<file path="config.mk">
export PLATFORM = sky130hd
export DESIGN_NAME = mcause_trap_capture
export DESIGN_NICKNAME = d
export VERILOG_FILES = /design/src/rtl/mcause_trap_capture_pkg.sv /design/src/rtl/mcause_trap_capture.sv
export SDC_FILE = /design/constraint.sdc
export NUM_CORES = 1
export LEC_CHECK = 0
export CAP_MARGIN = 15
export CORE_MARGIN = 5
export CORE_UTILIZATION = 35
export CTS_CLUSTER_SIZE = 10
export DETAILED_ROUTE_END_ITERATION = 8
export MAX_ROUTING_LAYER = met4
export PLACE_DENSITY = 0.88
export SKIP_CTS_REPAIR_TIMING = 1
export SLEW_MARGIN = 20
export SYNTH_ARGS = -nofsm -noshare
export SYNTH_HDL_FRONTEND = slang
export SYNTH_SLANG_ARGS = --single-unit
</file>
<file path="constraint.sdc">
create_clock -name clock -period 1.3 [get_ports clock]
set_input_delay 0.26 -clock clock [delete_from_list [all_inputs] [get_ports clock]]
set_output_delay 0.26 -clock clock [all_outputs]
set_load 0.05 [all_outputs]
</file>
<file path="src/rtl/mcause_trap_capture_pkg.sv">
// Shared mcause layout: field positions, privilege encodings, the packed CSR view,
// the vector-fetch state type and pack/unpack helpers.
package mcause_pkg;

    localparam int unsigned INTR_BIT     = 31;
    localparam int unsigned MINHV_BIT    = 30;
    localparam int unsigned MPP_LSB      = 28;
    localparam int unsigned MPIE_BIT     = 27;
    localparam int unsigned MPIL_LSB     = 16;
    localparam int unsigned CODE_LSB     = 0;
    localparam int unsigned MPIL_FIELD_W = 8;
    localparam int unsigned CODE_FIELD_W = 16;

    localparam logic [1:0] PRV_U = 2'd0;
    localparam logic [1:0] PRV_M = 2'd3;

    typedef struct packed {
        logic                    interrupt;
        logic                    minhv;
        logic [1:0]              mpp;
        logic                    mpie;
        logic [2:0]              rsvd;
        logic [MPIL_FIELD_W-1:0] mpil;
        logic [CODE_FIELD_W-1:0] code;
    } mcause_t;

    typedef enum logic {
        IDLE,
        VEC_FETCH
    } trap_state_e;

    // Reserved bits 26:24 never leave or enter the register image.
    function automatic logic [31:0] pack_mcause(input mcause_t c);
        logic [31:0] r;
        r                           = '0;
        r[INTR_BIT]                 = c.interrupt;
        r[MINHV_BIT]                = c.minhv;
        r[MPP_LSB +: 2]             = c.mpp;
        r[MPIE_BIT]                 = c.mpie;
        r[MPIL_LSB +: MPIL_FIELD_W] = c.mpil;
        r[CODE_LSB +: CODE_FIELD_W] = c.code;
        return r;
    endfunction

    function automatic mcause_t unpack_mcause(input logic [31:0] r);
        mcause_t c;
        c           = '0;
        c.interrupt = r[INTR_BIT];
        c.minhv     = r[MINHV_BIT];
        c.mpp       = r[MPP_LSB +: 2];
        c.mpie      = r[MPIE_BIT];
        c.mpil      = r[MPIL_LSB +: MPIL_FIELD_W];
        c.code      = r[CODE_LSB +: CODE_FIELD_W];
        return c;
    endfunction

endpackage

</file>
<file path="src/rtl/mcause_trap_capture.sv">
// Machine trap-cause register (CLIC mcause): trap capture, hardware-vector fetch
// tracking via minhv, mret restore strobe and WARL CSR access.
module mcause_trap_capture
    import mcause_pkg::*;
#(
    parameter int unsigned CODE_W = 10,
    parameter int unsigned IL_W   = 8,
    parameter int unsigned U_MODE = 1
) (
    input  logic              clock,
    input  logic              reset,
    input  logic              trap_valid,
    input  logic              trap_irq,
    input  logic [CODE_W-1:0] trap_code,
    input  logic              trap_shv,
    input  logic [1:0]        cur_priv,
    input  logic              cur_mie,
    input  logic [IL_W-1:0]   cur_il,
    input  logic              vec_fetch_done,
    input  logic              mret_valid,
    input  logic              csr_wen,
    input  logic [31:0]       csr_wdata,
    output logic [31:0]       csr_rdata,
    output logic              ret_valid,
    output logic [1:0]        ret_priv,
    output logic              ret_mie,
    output logic [IL_W-1:0]   ret_il,
    output logic [CODE_W-1:0] code,
    output logic [IL_W-1:0]   mpil,
    output logic              mpie,
    output logic [1:0]        mpp,
    output logic              minhv,
    output logic              mcause_interrupt,
    output logic              vec_busy
);

    localparam logic [1:0] MPP_RST = (U_MODE != 0) ? PRV_U : PRV_M;

    trap_state_e state;
    mcause_t     rd_fields;
    mcause_t     wr_fields;
    logic        wr_mpp_legal;
    logic        wr_unused;

    always_comb begin
        rd_fields                  = '0;
        rd_fields.interrupt        = mcause_interrupt;
        rd_fields.minhv            = minhv;
        rd_fields.mpp              = mpp;
        rd_fields.mpie             = mpie;
        rd_fields.mpil[IL_W-1:0]   = mpil;
        rd_fields.code[CODE_W-1:0] = code;
    end

    assign csr_rdata    = pack_mcause(rd_fields);
    assign wr_fields    = unpack_mcause(csr_wdata);
    assign wr_unused    = ^{wr_fields.rsvd, wr_fields.code, wr_fields.mpil};
    assign wr_mpp_legal = (wr_fields.mpp == PRV_M) || ((wr_fields.mpp == PRV_U) && (U_MODE != 0));
    assign vec_busy     = (state == VEC_FETCH);

    always_ff @(posedge clock) begin
        if (reset) begin
            state            <= IDLE;
            code             <= '0;
            mpil             <= '0;
            mpie             <= 1'b0;
            mpp              <= MPP_RST;
            minhv            <= 1'b0;
            mcause_interrupt <= 1'b0;
            ret_valid        <= 1'b0;
            ret_priv         <= '0;
            ret_mie          <= 1'b0;
            ret_il           <= '0;
        end else begin
            ret_valid <= 1'b0;
            if (trap_valid) begin
                code             <= trap_code;
                mcause_interrupt <= trap_irq;
                mpp              <= cur_priv;
                mpie             <= cur_mie;
                mpil             <= cur_il;
                if (trap_irq && trap_shv) begin
                    minhv <= 1'b1;
                    state <= VEC_FETCH;
                end else if (state == VEC_FETCH) begin
                    // fetch fault: minhv keeps its value so software can see the table access failed
                    state <= IDLE;
                end else begin
                    minhv <= 1'b0;
                end
            end else if (mret_valid) begin
                ret_valid <= 1'b1;
                ret_priv  <= mpp;
                ret_mie   <= mpie;
                ret_il    <= mpil;
                mpp       <= MPP_RST;
                mpie      <= 1'b1;
                if (state == VEC_FETCH) begin
                    state <= IDLE;
                    minhv <= 1'b0;
                end
            end else begin
                if (csr_wen) begin
                    code             <= wr_fields.code[CODE_W-1:0];
                    mcause_interrupt <= wr_fields.interrupt;
                    minhv            <= wr_fields.minhv;
                    mpie             <= wr_fields.mpie;
                    mpil             <= wr_fields.mpil[IL_W-1:0];
                    if (wr_mpp_legal) begin
                        mpp <= wr_fields.mpp;
                    end
                end
                // fetch completion overrides a coincident software write of minhv
                if ((state == VEC_FETCH) && vec_fetch_done) begin
                    state <= IDLE;
                    minhv <= 1'b0;
                end
            end
        end
    end

endmodule

</file>
==> results of run 1 <==
[critical path, delay by kind of cell]
| family | cells | cell delay [ns] |
|---|---|---|
| and+or+nand+nor | 2 | 0.30 |
| xor gates and xnor gates | 1 | 0.13 |
| AOI/OAI and AO/OA | 1 | 0.08 |
| buffers and inverters | 2 | 0.67 |
[placed cells by master (no fill, tap or decap), types with 2 or more instances in the layout]
| master | n |
|---|---|
| clkbuf_8 | 6 |
| a211oi_1 | 4 |
| a21oi_1 | 12 |
| buf_6 | 2 |
| nor3_1 | 2 |
| buf_4 | 14 |
| clkbuf_16 | 2 |
| nor3b_1 | 2 |
| conb_1 | 9 |
| clkdlybuf4s50_1 | 48 |
| dlymetal6s2s_1 | 3 |
| a211oi_2 | 15 |
| nor2_1 | 17 |
| mux2i_1 | 20 |
| buf_12 | 61 |
| nand3_1 | 2 |
| nand2_1 | 24 |
| nor2_2 | 5 |
| dfxtp_1 | 35 |
| nor2b_1 | 3 |
[power by group through the flow]
stage / combinational, mW / clock [mW] / sequential (mW)
floorplan: 0.574 / 0 / 1.51
global placement: 1.45 / 0 / 1.34
detailed placement: 1.48 / 0 / 1.34
CTS: 1.48 / 0.822 / 1.32
global route: 1.62 / 0.876 / 1.33
finish: 1.56 / 0.805 / 1.32
[area by class of cell]
| class | count | area (µm²) |
|---|---|---|
| clock buffer | 7 | 86.33 |
| clock inverter | 1 | 7.507 |
| fill | 320 | 1329 |
| inverter | 1 | 3.754 |
| multi-input combinational | 127 | 889.6 |
| sequential | 36 | 721.9 |
| tap | 70 | 87.58 |
| timing repair buffer | 130 | 1917 |
[metrics by stage]
stage | utilization | cell area, µm² | setup slack, ns | power (mW)
finish | 0.7365 | 3714 | 0.06545 | 3.687
global route | 0.7365 | 3714 | -0.03697 | 3.831
CTS | 0.6955 | 3507 | -0.1582 | 3.618
detailed placement | 0.6769 | 3413 | -0.4494 | 2.819
floorplan | - | 1818 | 0.01138 | 2.081
global placement | 0.6769 | 3413 | -0.3236 | 2.787
[kinds of logic after synthesis]
family,share of synthesized area
AOI/OAI and AO/OA,0.1422
other,0.002099
xor gates and xnor gates,0.004903
and+or+nand+nor,0.1429
DFF,0.4034
muxes,0.1183
buffers and inverters,0.1863
[layer usage]
metal | global-route usage | vias to the layer above
met5 | - | -
met4 | 0.08277 | 0
met3 | 0.03180 | 14
met2 | 0.3111 | 80
met1 | 0.1743 | 835
li1 | - | 847
[registers in the layout, indices dropped and copies added, names as in the netlist]
register and cells:
ret_il 8, mpie 1, vec_busy 1, minhv 1, mpp 2, code 10
ret_priv 2, mcause_interrupt 1, ret_mie 1, ret_valid 1, mpil 8
[path summary, 6_finish.rpt]
path,slack (ns),end,cells past startpoint,start
worst max-delay path,0.07,mpp[1],6,csr_wdata[29]
worst min-delay path,0.49,ret_il[3],2,ret_il[3]
worst max register to register,0.10,minhv,4,vec_busy
worst min register to register,0.49,ret_il[3],2,ret_il[3]
==> flow_summary.json, run 1 <==
{
  "finalCriticalPeriod_ns": 1.235,
  "period_share": 0.9497,
  "drt_pass1_iterations": 4,
  "root_buffer": "clkbuf_8",
  "core-area_um2": 5042,
  "synth_top_area_share": 0.4034,
  "fmax_mhz": 810.0,
  "clock_sinks": 36,
  "synthToLayoutAreaGrowth_pct": 107.8,
  "timing_max_transition_violations_final": 0,
  "critPathCaptureType": "flop",
  "ir_worst_vdd_mv": 0.6517,
  "drv_cap": 0,
  "drtIter0Drc": 92,
  "crit_chain": "clkdlybuf4s50_1 > xnor2_1 > a21boi_1 > buf_4 > nor2b_1 > nor3_1",
  "cp.arrival_ns": 1.44,
  "drive_gt1_frac": 0.3742,
  "placementRows": 26,
  "yosys_warnings": 0,
  "fin_setup_tns_ns": 0,
  "ys_async_sr_fraction": 0,
  "final_cells": 372,
  "gp_congestion": 0.9105,
  "ys_ff_latch": 36,
  "cpMaxStageDelayCell": "clkdlybuf4s50_1",
  "grt_pass1_vias": 1883,
  "die_w_um": 81.45,
  "drt-met1-wl_um": 2160,
  "seqPwrFrac": 0.358,
  "cts_max_path_buffers": 2,
  "intPower_mw": 2.386,
  "yosys_most_used_dff": "dfxtp_1",
  "track_usage": 0.1705,
  "synthCells": 201,
  "num_vias": 1776,
  "synth_common_cells": "36 x dfxtp_1, 33 x buf_4, 24 x nand2_1",
  "wl_per_cell_um": 15.85,
  "comb_power_share": 0.424,
  "maxUsedRoutingLayer": "met4",
  "yosysMostFrequentCell": "dfxtp_1",
  "cp-start-kind": "primary input",
  "dr_wl_met2_um": 3265,
  "fin_nets": 362,
  "syn-cell-area_um2": 1787,
  "p_clk_frac": 0.218,
  "clk_pin_slew_ns": 0.07,
  "avgSynthCellArea_um2": 8.889,
  "dp_cells": 360,
  "antenna_found_initial": 0,
  "routed_via_density": 4.774,
  "p_sw_mw": 1.301,
  "synth_edf_count": 0,
  "path_class": "primary input to flop",
  "place.port_buffers": 110,
  "diodes": 0,
  "grt_pass1_wl_um": 8438,
  "ys_types": 27,
  "swShare": 0.3529,
  "clock_latency_ns": 0.27,
  "yosys-top-cells-area": "dfxtp_1 40%, buf_4 14%, mux2i_1 11%, a211oi_1 8.0%, nand2_1 5.0%",
  "die_h_um": 81.45,
  "power_leakage_nw": 1.529,
  "seq_area_frac_synth": 0.4034,
  "cts_tree": "built",
  "overflow": 0,
  "ios": 129,
  "wl_met3_um": 282,
  "clock_skew_ns": 0.006873,
  "cp_max_fo": 4,
  "critPathMaxStageDelay_ns": 0.52,
  "synth_largest_area_cell": "dfxtp_1",
  "dp_hpwl_um": 4467,
  "outcome": "completed",
  "cp_data_required_time_ns": 1.50,
  "cts_buffers": 5,
  "h-tree-depth": 2,
  "finalSetupViolCount": 0,
  "min_path_type": "flop to flop",
  "start_util": 0.3543,
  "grt_max_degree": 37,
  "ant_nets": 0,
  "drc_errors": 0,
  "p_per_area_nw_per_um2": 992.9,
  "holdWs_ns": 0.4910,
  "wl_um": 5897,
  "hold_viol_final": 0,
  "die_area_um2": 6634
}
(Power assumes the default switching activity.)
==> inputs of run 2 (changes only) <==
ABC_CLOCK_PERIOD_IN_PS = 1300   (was unset)
CAP_MARGIN = 20   (was 15)
==> results of run 2 <==
Final layout, timing and power as in run 1 (identical DEF).
==> inputs of run 3 (changes only) <==
CAP_MARGIN = 30   (was 20)
CTS_BUF_LIST = sky130_fd_sc_hd__clkbuf_8   (was unset)
==> run 3 against run 2 <==
Worst hold slack is essentially flat; clock power fell by 1%; critical path type unchanged; register-to-register slack about the same; largest power group unchanged; sequential power is essentially flat; critical endpoint unchanged; utilization did not move; clock skew down 0.00066 ns.
==> flow_summary.json, run 3 (synthesis results as in run 1) <==
{
  "dp_hpwl_um": 4467,
  "p_per_area_nw_per_um2": 990.6,
  "start_util": 0.3543,
  "power_leakage_nw": 1.534,
  "final_common_cell": "buf_12",
  "antenna_found_initial": 0,
  "place.port_buffers": 110,
  "wl_um": 5900,
  "cp.arrival_ns": 1.44,
  "reg.largest.list": "code (10), mpil (8), ret_il (8)",
  "critPathCaptureType": "flop",
  "synthToLayoutAreaGrowth_pct": 107.8,
  "crit_chain": "clkdlybuf4s50_1 > xnor2_1 > a21boi_1 > buf_4 > nor2b_1 > nor3_1",
  "die_area_um2": 6634,
  "grt_pass1_vias": 1883,
  "wl_per_cell_um": 15.86,
  "overflow": 0,
  "core-area_um2": 5042,
  "path_class": "primary input to flop",
  "ir_worst_vdd_mv": 0.6516,
  "top_register": "code",
  "fmax_mhz": 810.1,
  "n_fill_cell": 320,
  "clock_sinks": 36,
  "drt_pass1_iterations": 4,
  "drv_cap": 0,
  "num_vias": 1781,
  "h-tree-depth": 2,
  "largest_register_ffs": 10,
  "finalCriticalPeriod_ns": 1.234,
  "diodes": 0,
  "cp_max_fo": 4,
  "root_buffer": "clkbuf_8",
  "final_cells": 372,
  "timing_max_transition_violations_final": 0,
  "dp_cells": 360,
  "clock_skew_ns": 0.006216,
  "cts_max_path_buffers": 2,
  "ios": 129,
  "cp-start-kind": "primary input",
  "min_path_cells": 2,
  "grt_max_degree": 37,
  "cp_data_required_time_ns": 1.50,
  "drtIter0Drc": 91,
  "stdcell_area_um2": 3714,
  "reg2reg_depth": 4,
  "cpMaxStageDelayCell": "clkdlybuf4s50_1",
  "grt_pass1_wl_um": 8438,
  "placementRows": 26,
  "routed_via_density": 4.788,
  "cts_buffers": 5,
  "finalSetupViolCount": 0,
  "period_share": 0.9496,
  "die_w_um": 81.45,
  "drc_errors": 0,
  "clock_latency_ns": 0.27,
  "clk_pin_slew_ns": 0.07,
  "min_path_type": "flop to flop",
  "outcome": "completed",
  "cts_tree": "built",
  "ant_nets": 0,
  "gp_congestion": 0.9105,
  "dpl_cell_area_um2": 3413,
  "die_h_um": 81.45,
  "final_cell_mix": "61 x buf_12, 48 x clkdlybuf4s50_1, 35 x dfxtp_1",
  "drive_gt1_frac": 0.3742,
  "fin_nets": 362,
  "track_usage": 0.1705,
  "hold_viol_final": 0,
  "critPathMaxStageDelay_ns": 0.52
}
run 3: cell count changes in the layout (fill, tap and decap cells not counted), sizes merged:
cell    delta
clkbuf     -1
inv        +1
run 3: routing by layer:
metal	global-route usage	part of all wire
met5	-	0
met4	0.08277	0.032
met3	0.03180	0.048
met2	0.3111	0.55
met1	0.1743	0.37
run 3: per-stage QoR:
stage / hold slack, ns / total power, mW / worst slack, ns / setup TNS [ns] / util
2_1_floorplan: 0.4068 / 2.081 / 0.01138 / 0 / -
3_3_place_gp: 0.4789 / 2.787 / -0.3236 / -10.23 / 0.6769
3_5_place_dp: 0.4835 / 2.819 / -0.4494 / -13.39 / 0.6769
4_1_cts: 0.4935 / 3.609 / -0.1582 / -3.086 / 0.6955
5_1_grt: 0.5240 / 3.823 / -0.03697 / -0.03697 / 0.7365
6_report: 0.4911 / 3.679 / 0.06553 / 0 / 0.7365
run 3: layout make-up:
class / instances / area [µm²] / share of cell area
clock buffer: 6 / 82.58 / 0.02224
clock inverter: 2 / 11.26 / 0.003032
inverter: 1 / 3.754 / 0.001011
multi-input combinational: 127 / 889.6 / 0.2396
sequential: 36 / 721.9 / 0.1944
tap: 70 / 87.58 / 0.02358
timing repair buffer: 130 / 1917 / 0.5162
run 3: power by group:
part	internal [mW]	switching (mW)	total, mW
combinational	0.778	0.784	1.56
sequential	1.18	0.142	1.32
clock	0.423	0.375	0.797
run 3: final timing paths:
check / to / slack, ns / startpoint
max reg2reg: minhv / 0.10 / vec_busy
max: mpp[1] / 0.07 / csr_wdata[29]
min reg2reg: ret_il[3] / 0.49 / ret_il[3]
min: ret_il[3] / 0.49 / ret_il[3]
run 3: critical path, delay by kind of cell:
kind            cells  cell delay [ns]
xor+xnor            1             0.13
buf+inv             2             0.67
simple gates        2             0.30
compound gates      1             0.08
